`src/rtl/counter_pkg.sv`:
```
// counter_pkg
//   Shared definitions for the modulo-M counter.
//   - COUNTER_DEFAULT_M : default modulus
//   - cnt_width(m)      : count register width, max(1, $clog2(m))
package counter_pkg;

    localparam int COUNTER_DEFAULT_M = 10;

    // A modulus of 1 still needs a one-bit register to drive the cnt port.
    function automatic int cnt_width(input int m);
        return (m <= 1) ? 1 : $clog2(m);
    endfunction

endpackage

```
`src/rtl/counter.sv`:
```
// counter
//   Modulo-M enable-gated counter with a combinational carry-out pulse.
//   The count advances on every rising edge with en=1, wrapping from M-1
//   to 0. co flags the enabled cycle that causes the wrap, so a consumer
//   samples it on the same edge that returns cnt to 0.
//
//   Parameters:
//     M      modulus (M >= 1), count sequence 0..M-1
//   Ports:
//     clk    rising-edge clock
//     rst_n  asynchronous active-low reset (release synchronous to clk)
//     en     count enable
//     co     carry-out, en & (cnt == M-1), forced low during reset
//     cnt    current count, cnt_width(M) bits
//
//   Build option:
//     COUNTER_ASSERT_EN  compiles in inline SVA checks (disabled in reset).
module counter
    import counter_pkg::*;
#(
    parameter int M = COUNTER_DEFAULT_M
) (
    input  logic                    clk,
    input  logic                    rst_n,
    input  logic                    en,
    output logic                    co,
    output logic [cnt_width(M)-1:0] cnt
);

    localparam int W = cnt_width(M);
    localparam logic [W-1:0] LAST = W'(M - 1);

    logic at_last;

    assign at_last = (cnt == LAST);

    // For M=1 the register stays at 0 because LAST is 0 and wraps every time.
    always_ff @(posedge clk or negedge rst_n) begin
        if (!rst_n) begin
            cnt <= '0;
        end else if (en) begin
            cnt <= at_last ? '0 : cnt + W'(1);
        end
    end

    // rst_n is part of the term so co stays low in reset even when M=1,
    // where cnt already equals the last value.
    assign co = rst_n & en & at_last;

`ifdef COUNTER_ASSERT_EN
    // Independent count of enables since the last carry, used to check
    // carry spacing without relying on cnt itself.
    int en_since_co;

    always_ff @(posedge clk or negedge rst_n) begin
        if (!rst_n) begin
            en_since_co <= 0;
        end else if (co) begin
            en_since_co <= 0;
        end else if (en) begin
            en_since_co <= en_since_co + 1;
        end
    end

    a_cnt_range: assert property (@(posedge clk) disable iff (!rst_n)
        cnt <= LAST);

    a_co_needs_en: assert property (@(posedge clk) disable iff (!rst_n)
        co |-> en);

    a_co_wraps: assert property (@(posedge clk) disable iff (!rst_n)
        co |=> (cnt == '0));

    a_co_spacing: assert property (@(posedge clk) disable iff (!rst_n)
        co |-> (en_since_co == M - 1));
`endif

endmodule

```
`config.mk`:
```
export PLATFORM = sky130hd
export DESIGN_NAME = counter
export DESIGN_NICKNAME = d
export VERILOG_FILES = /design/src/rtl/counter_pkg.sv /design/src/rtl/counter.sv
export SDC_FILE = /design/constraint.sdc
export NUM_CORES = 1
export LEC_CHECK = 0
export ABC_AREA = 1
export BUFFER_PORTS_ARGS = -buffer_cell sky130_fd_sc_hd__buf_2
export CORE_AREA = 4 4 41 43
export CTS_CLUSTER_DIAMETER = 80
export CTS_CLUSTER_SIZE = 16
export DETAILED_ROUTE_END_ITERATION = 7
export DIE_AREA = 0 0 45 47
export GPL_TIMING_DRIVEN = 0
export PLACE_DENSITY = 0.33
export SLEW_MARGIN = 20
export SYNTH_ARGS = -nofsm -noshare
export SYNTH_HDL_FRONTEND = slang
export SYNTH_SLANG_ARGS = --single-unit
```
`constraint.sdc`:
```
create_clock -name clk -period 1.05 [get_ports clk]
set_input_delay 0.21 -clock clk [delete_from_list [all_inputs] [get_ports clk]]
set_output_delay 0.21 -clock clk [all_outputs]
set_load 0.005 [all_outputs]
```
==> results of run 1 <==
[worst paths after layout]
kind	endpoint	depth (start not counted)
setup / recovery	co	5
hold / removal	cnt[0]$_DFFE_PN0P_	3
setup reg to reg	cnt[1]$_DFFE_PN0P_	4
hold reg to reg	cnt[1]$_DFFE_PN0P_	3
max in group asynchronous	cnt[3]$_DFFE_PN0P_	2
min in group asynchronous	cnt[0]$_DFFE_PN0P_	2
[logic make-up after synthesis]
| logic type | share of synthesized area (%) |
|---|---|
| AO/OA/AOI/OAI | 7.84 |
| buffers and inverters | 7.84 |
| AND/OR/NAND/NOR | 27.5 |
| XOR/XNOR | 4.58 |
| flip-flops | 52.3 |
[stage by stage]
step / instance area, sq um / power [W] / util, % / hold WS, ns / TNS (ns)
finish: 342 / 0.000880 / 26.3 / 0.235 / -0.202
global placement: 245 / 0.000500 / 18.8 / 0.0283 / -0.00361
floorplan: 191 / 0.000407 / - / -0.0856 / 0
detailed placement: 245 / 0.000500 / 18.8 / 0.0284 / -0.0159
CTS: 313 / 0.000795 / 24.0 / 0.238 / -0.250
global route: 342 / 0.000957 / 26.3 / 0.244 / -0.350
[worst max-delay path, stage by stage (launching register included)]
cell and delay (ns):
dfrtp_1 0.35, nand2_2 0.07, nor2_2 0.09, nand2_1 0.07
nor2_1 0.09, buf_2 0.12
[cell usage after synthesis]
cell type / instances / area (sq um)
nor2_1: 6 / 22.5
dfrtp_1: 4 / 100
inv_1: 4 / 15.0
nand2_1: 2 / 7.51
o21ai_0: 2 / 10.0
a21oi_1: 1 / 5.00
nand2_2: 1 / 6.26
nand3_1: 1 / 5.00
nor2_4: 1 / 11.3
xor2_1: 1 / 8.76
[what timing repair did]
| item | 4_1_cts | 5_1_grt |
|---|---|---|
| cloned | 0 | 0 |
| resized for setup | 3 | 1 |
| setup buffers | 3 | 3 |
| setup endpoints to repair | 1 | 3 |
| hold buffers | 1 | 0 |
| hold endpoints to repair | 4 | 0 |
| pin swaps | 1 | 0 |
[where the power goes]
part	internal (W)	total, W	switching [W]	leakage, nW
Sequential	0.000221	0.000269	0.0000478	0.0475
Combinational	0.000247	0.000420	0.000173	0.123
Clock	0.000128	0.000192	0.0000636	0.0138
Total	0.000596	0.000880	0.000284	0.185
[cell type report]
type                       instances  area [sq um]
fill                             146           960
multi-input combinational         15          78.8
clock buffer                       3          22.5
inverter                           4          15.0
timing repair buffer              14           106
sequential                         4           100
tap                               15          18.8
[layout by cell type, fill, tap and decap left out]
cell type	count
nor2_1	5
buf_2	5
buf_4	5
inv_1	4
dfrtp_1	4
clkbuf_4	3
buf_6	3
nand2_1	2
o21ai_0	2
nand2_2	1
nor2_2	1
nor2_4	1
xor2_1	1
a21oi_1	1
nand3_1	1
dlygate4sd3_1	1
[routing by layer]
metal | share of wire, % | routed length [microns] | global-route usage [%] | up-vias
met2 | 38 | 183 | 6.78 | 11
met5 | 0 | 0 | 0 | -
met4 | 0 | 0 | 3.51 | 0
met3 | 18 | 86 | 6.90 | 0
met1 | 43 | 206 | 6.19 | 85
li1 | - | - | - | 103
==> impl_metrics.ini, run 1 <==
[worst_hold_path]
hold_path_class = in -> reg
worstHoldStart = en

[setup_path]
crit_type = reg -> out
arrival_ns = 1.02
crit_start = cnt[0]$_DFFE_PN0P_
timing.rr.start = cnt[2]$_DFFE_PN0P_
end_kind = primary output
required_ns = 0.84
cp_max_fo = 2
reg2reg_setup_slack_ns = 0.04
cp-start-kind = flip-flop

[pwr]
peakVddDrop_mv = 1.23
p_leak_nw = 0.185
powerDensity_nw_per_um2 = 2580

[timing]
setup_violations = 3
setup_ws_ns = -0.182
grt_setup_unrepaired = true
worst_pin_slew_ns = 0.209
fin_skew_ns = 0.00213
slew_headroom_pct = 86.0
min_period_ns = 1.23
report.final.slew_viol_count = 0
finalCritPeriodShare_pct = 117
hold_viol_final = 0
fmax_ghz = 0.812

[cells_and_area]
largestRegisters = cnt (4)
nNetsFinal = 45
instances_no_fill = 55
largest_register_ffs = 4
synthToLayoutAreaGrowth_pct = 78.4
drive_above_1_share_pct = 47.5
largest-register = cnt
insertedDiodeCount = 0

[grt]
grt_max_degree = 6
grt.overflow.total = 0
grt_antenna_before_repair = 0
grt_pass1_vias = 191
track_usage_pct = 5.94
grt_pass1_wl_microns = 807

[floorplanning]
core_area_sq_um = 1300
dieArea_sq_um = 2120
die_h_microns = 47
dieWidth_microns = 45
rows = 13
initial_core_util_pct = 14.7
ios = 8

[routing]
drt_iter0_markers = 3
viasPerCell = 3.62
ant_nets = 0
wl_microns = 476
drc = 0
first_pass_iters = 2
wire_per_inst_microns = 8.65
vias = 199

[cts]
clockBufferDepth = 2
clock_latency_ns = 0.23
h-tree-depth = 1
cts_buffers = 3
cts_tree = done
cts-root-buf = clkbuf_4
cts.sinks = 4
clk_pin_slew_worst_paths_ns = 0.04

[yosys]
yosysSeqAreaShare_pct = 52.3
syn_avg_cell_area_sq_um = 8.32
yosysWarnings = 0
ys_types = 10
synthCells = 23
netlist_area_sq_um = 191
synth-seq-cells = 4
synth_nets = 26

[outcome]
status = complete, but fails checks
violations = setup timing

[job]
max-cap-violations = 0

[placed_design]
place_inst = 45
dp_slack_ns = -0.0159
place.gp.congestion = 0.604
io_buffers = 7
No activity file was read; power rests on OpenSTA's default activity.
==> run 2: changes to the inputs <==
--- a/config.mk
+++ b/config.mk
@@ -13,7 +13,8 @@
 export DETAILED_ROUTE_END_ITERATION = 7
 export DIE_AREA = 0 0 45 47
 export GPL_TIMING_DRIVEN = 0
-export PLACE_DENSITY = 0.33
+export PLACE_DENSITY_LB_ADDON = 0.12
+export SKIP_LAST_GASP = 1
 export SLEW_MARGIN = 20
 export SYNTH_ARGS = -nofsm -noshare
 export SYNTH_HDL_FRONTEND = slang
==> run 2 against run 1 <==
  * Final area decreased by 7.0%
  * Sequential power decreased by 4%
  * Die area unchanged
  * First-iteration DRC count decreased by 100%
  * Clock skew increased by 0.0025 ns
  * The run still ends with setup timing left
  * Maximum frequency increased by 1.1%
  * Sequential share of layout area increased by 2.2 points
  * Power decreased by 7.8%
  * Critical path type unchanged
  * Combinational power decreased by 15%
  * Worst hold slack about the same
  * Worst setup slack improved by 0.014 ns
==> impl_metrics.ini, run 2 (synthesis gave the netlist of run 1 again) <==
[job]
max-cap-violations = 0

[grt]
grt_antenna_before_repair = 0
track_usage_pct = 5.70
grt.overflow.total = 0
grt_pass1_wl_microns = 807
grt_pass1_vias = 197
grt_max_degree = 6

[floorplanning]
dieWidth_microns = 45
dieArea_sq_um = 2120
die_h_microns = 47
rows = 13
initial_core_util_pct = 14.7
ios = 8
core_area_sq_um = 1300

[routing]
drt_iter0_markers = 0
viasPerCell = 3.76
wire_per_inst_microns = 8.93
wl_microns = 482
vias = 203
ant_nets = 0
drc = 0
first_pass_iters = 1

[setup_path]
cp.depth = 5
r2r_cells = 5
cp_max_fo = 2
r2r-end = cnt[3]$_DFFE_PN0P_
reg2reg_setup_slack_ns = 0.09
crit_family = flip-flops
arrival_ns = 1.01
slowest_stage = dfrtp_1
required_ns = 0.84
path_buf_inv = 1
cp-start-kind = flip-flop
crit_end = co
crit_type = reg -> out
end_kind = primary output
crit_start = cnt[0]$_DFFE_PN0P_
timing.rr.start = cnt[1]$_DFFE_PN0P_
worst_path_largest_cell_delay_ns = 0.35
cp_cell_sequence = nand2_2, nor2_2, nand2_1, nor2_1, buf_2

[cells_and_area]
fillers = 149
stdcell_area_sq_um = 318
instances_no_fill = 54
synthToLayoutAreaGrowth_pct = 66.0
insertedDiodeCount = 0
final_common_cell = buf_2
layout.area.seq_sq_um = 100
layout_common_cells = buf_2 (7), nor2_1 (5), buf_4 (5)
multi_input_area_sq_um = 78.8
largest-register = cnt
largestRegisters = cnt (4)
largest_register_ffs = 4
nNetsFinal = 44
drive_above_1_share_pct = 46.2

[timing]
report.final.slew_viol_count = 0
setup_violations = 5
slew_headroom_pct = 86.0
fin_skew_ns = 0.00465
setup_ws_ns = -0.168
fmax_ghz = 0.821
min_period_ns = 1.22
worst_pin_slew_ns = 0.210
grt_setup_unrepaired = true
hold_viol_final = 0
finalCritPeriodShare_pct = 116

[pwr]
powerDensity_nw_per_um2 = 2550
p_leak_nw = 0.175
peakVddDrop_mv = 1.26

[cts]
clock_latency_ns = 0.24
h-tree-depth = 1
cts_buffers = 3
cts-root-buf = clkbuf_4
clk_pin_slew_worst_paths_ns = 0.04
clockBufferDepth = 2
cts.sinks = 4
cts_tree = done

[placed_design]
dpl.hpwl_microns = 330
place_inst = 45
place.gp.congestion = 0.681
postPlaceCellArea_sq_um = 245
io_buffers = 7

[worst_hold_path]
hold_path_class = in -> reg
worstHoldStart = en

[outcome]
violations = setup timing
status = complete, but fails checks
run 2: repair_timing:
| item | in CTS | in global routing |
|---|---|---|
| buffers inserted | 5 | 1 |
| gates cloned | 0 | 0 |
| endpoints found under the hold margin | 4 | 0 |
| gates resized for setup | 1 | 0 |
| pin swaps | 1 | 0 |
| hold buffers | 1 | 0 |
| endpoints found under the setup margin | 1 | 5 |
run 2: layer usage:
layer / part of all wire [%] / global-route usage [%]
met1: 48 / 6.41
met2: 40 / 7.91
met3: 11 / 6.13
met4: 0 / 0
met5: 0 / 0
run 2: worst min path at each step:
stage / endpoint / slack, ns / depth (start not counted)
2_1_floorplan: cnt[0]$_DFFE_PN0P_ / -0.09 / 0
3_3_place_gp: cnt[2]$_DFFE_PN0P_ / 0.03 / 1
3_5_place_dp: cnt[2]$_DFFE_PN0P_ / 0.03 / 1
4_1_cts: cnt[0]$_DFFE_PN0P_ / 0.23 / 3
5_1_grt: cnt[0]$_DFFE_PN0P_ / 0.27 / 3
6_report: cnt[0]$_DFFE_PN0P_ / 0.23 / 3
run 2: final cells by class:
cell class | instances | share of cell area (%)
Inverter | 4 | 4.72
Clock buffer | 3 | 7.09
Timing Repair Buffer | 13 | 26.0
Tap cell | 15 | 5.91
Multi-Input combinational cell | 15 | 24.8
Sequential cell | 4 | 31.5
run 2: worst min-delay path, cell delays in order:
cell,delay (ns)
buf_2,0.10
nor2_1,0.04
nor2_1,0.08
run 2: report_power, final:
part           internal [W]  switching (W)  leakage (nW)
Combinational      0.000185       0.000173         0.113
Sequential         0.000220      0.0000380        0.0475
Clock              0.000128      0.0000669        0.0138
run 2: through the flow:
stage	total power, W	TNS [ns]	setup slack [ns]	hold WS [ns]	util [%]
4_1_cts	0.000824	-0.348	-0.186	0.231	24.4
3_5_place_dp	0.000507	-0.0153	-0.0153	0.0327	18.8
3_3_place_gp	0.000507	-0.0120	-0.0120	0.0305	18.8
6_report	0.000811	-0.295	-0.168	0.235	24.4
5_1_grt	0.000879	-0.535	-0.290	0.266	24.4
2_1_floorplan	0.000407	0	0.105	-0.0856	-
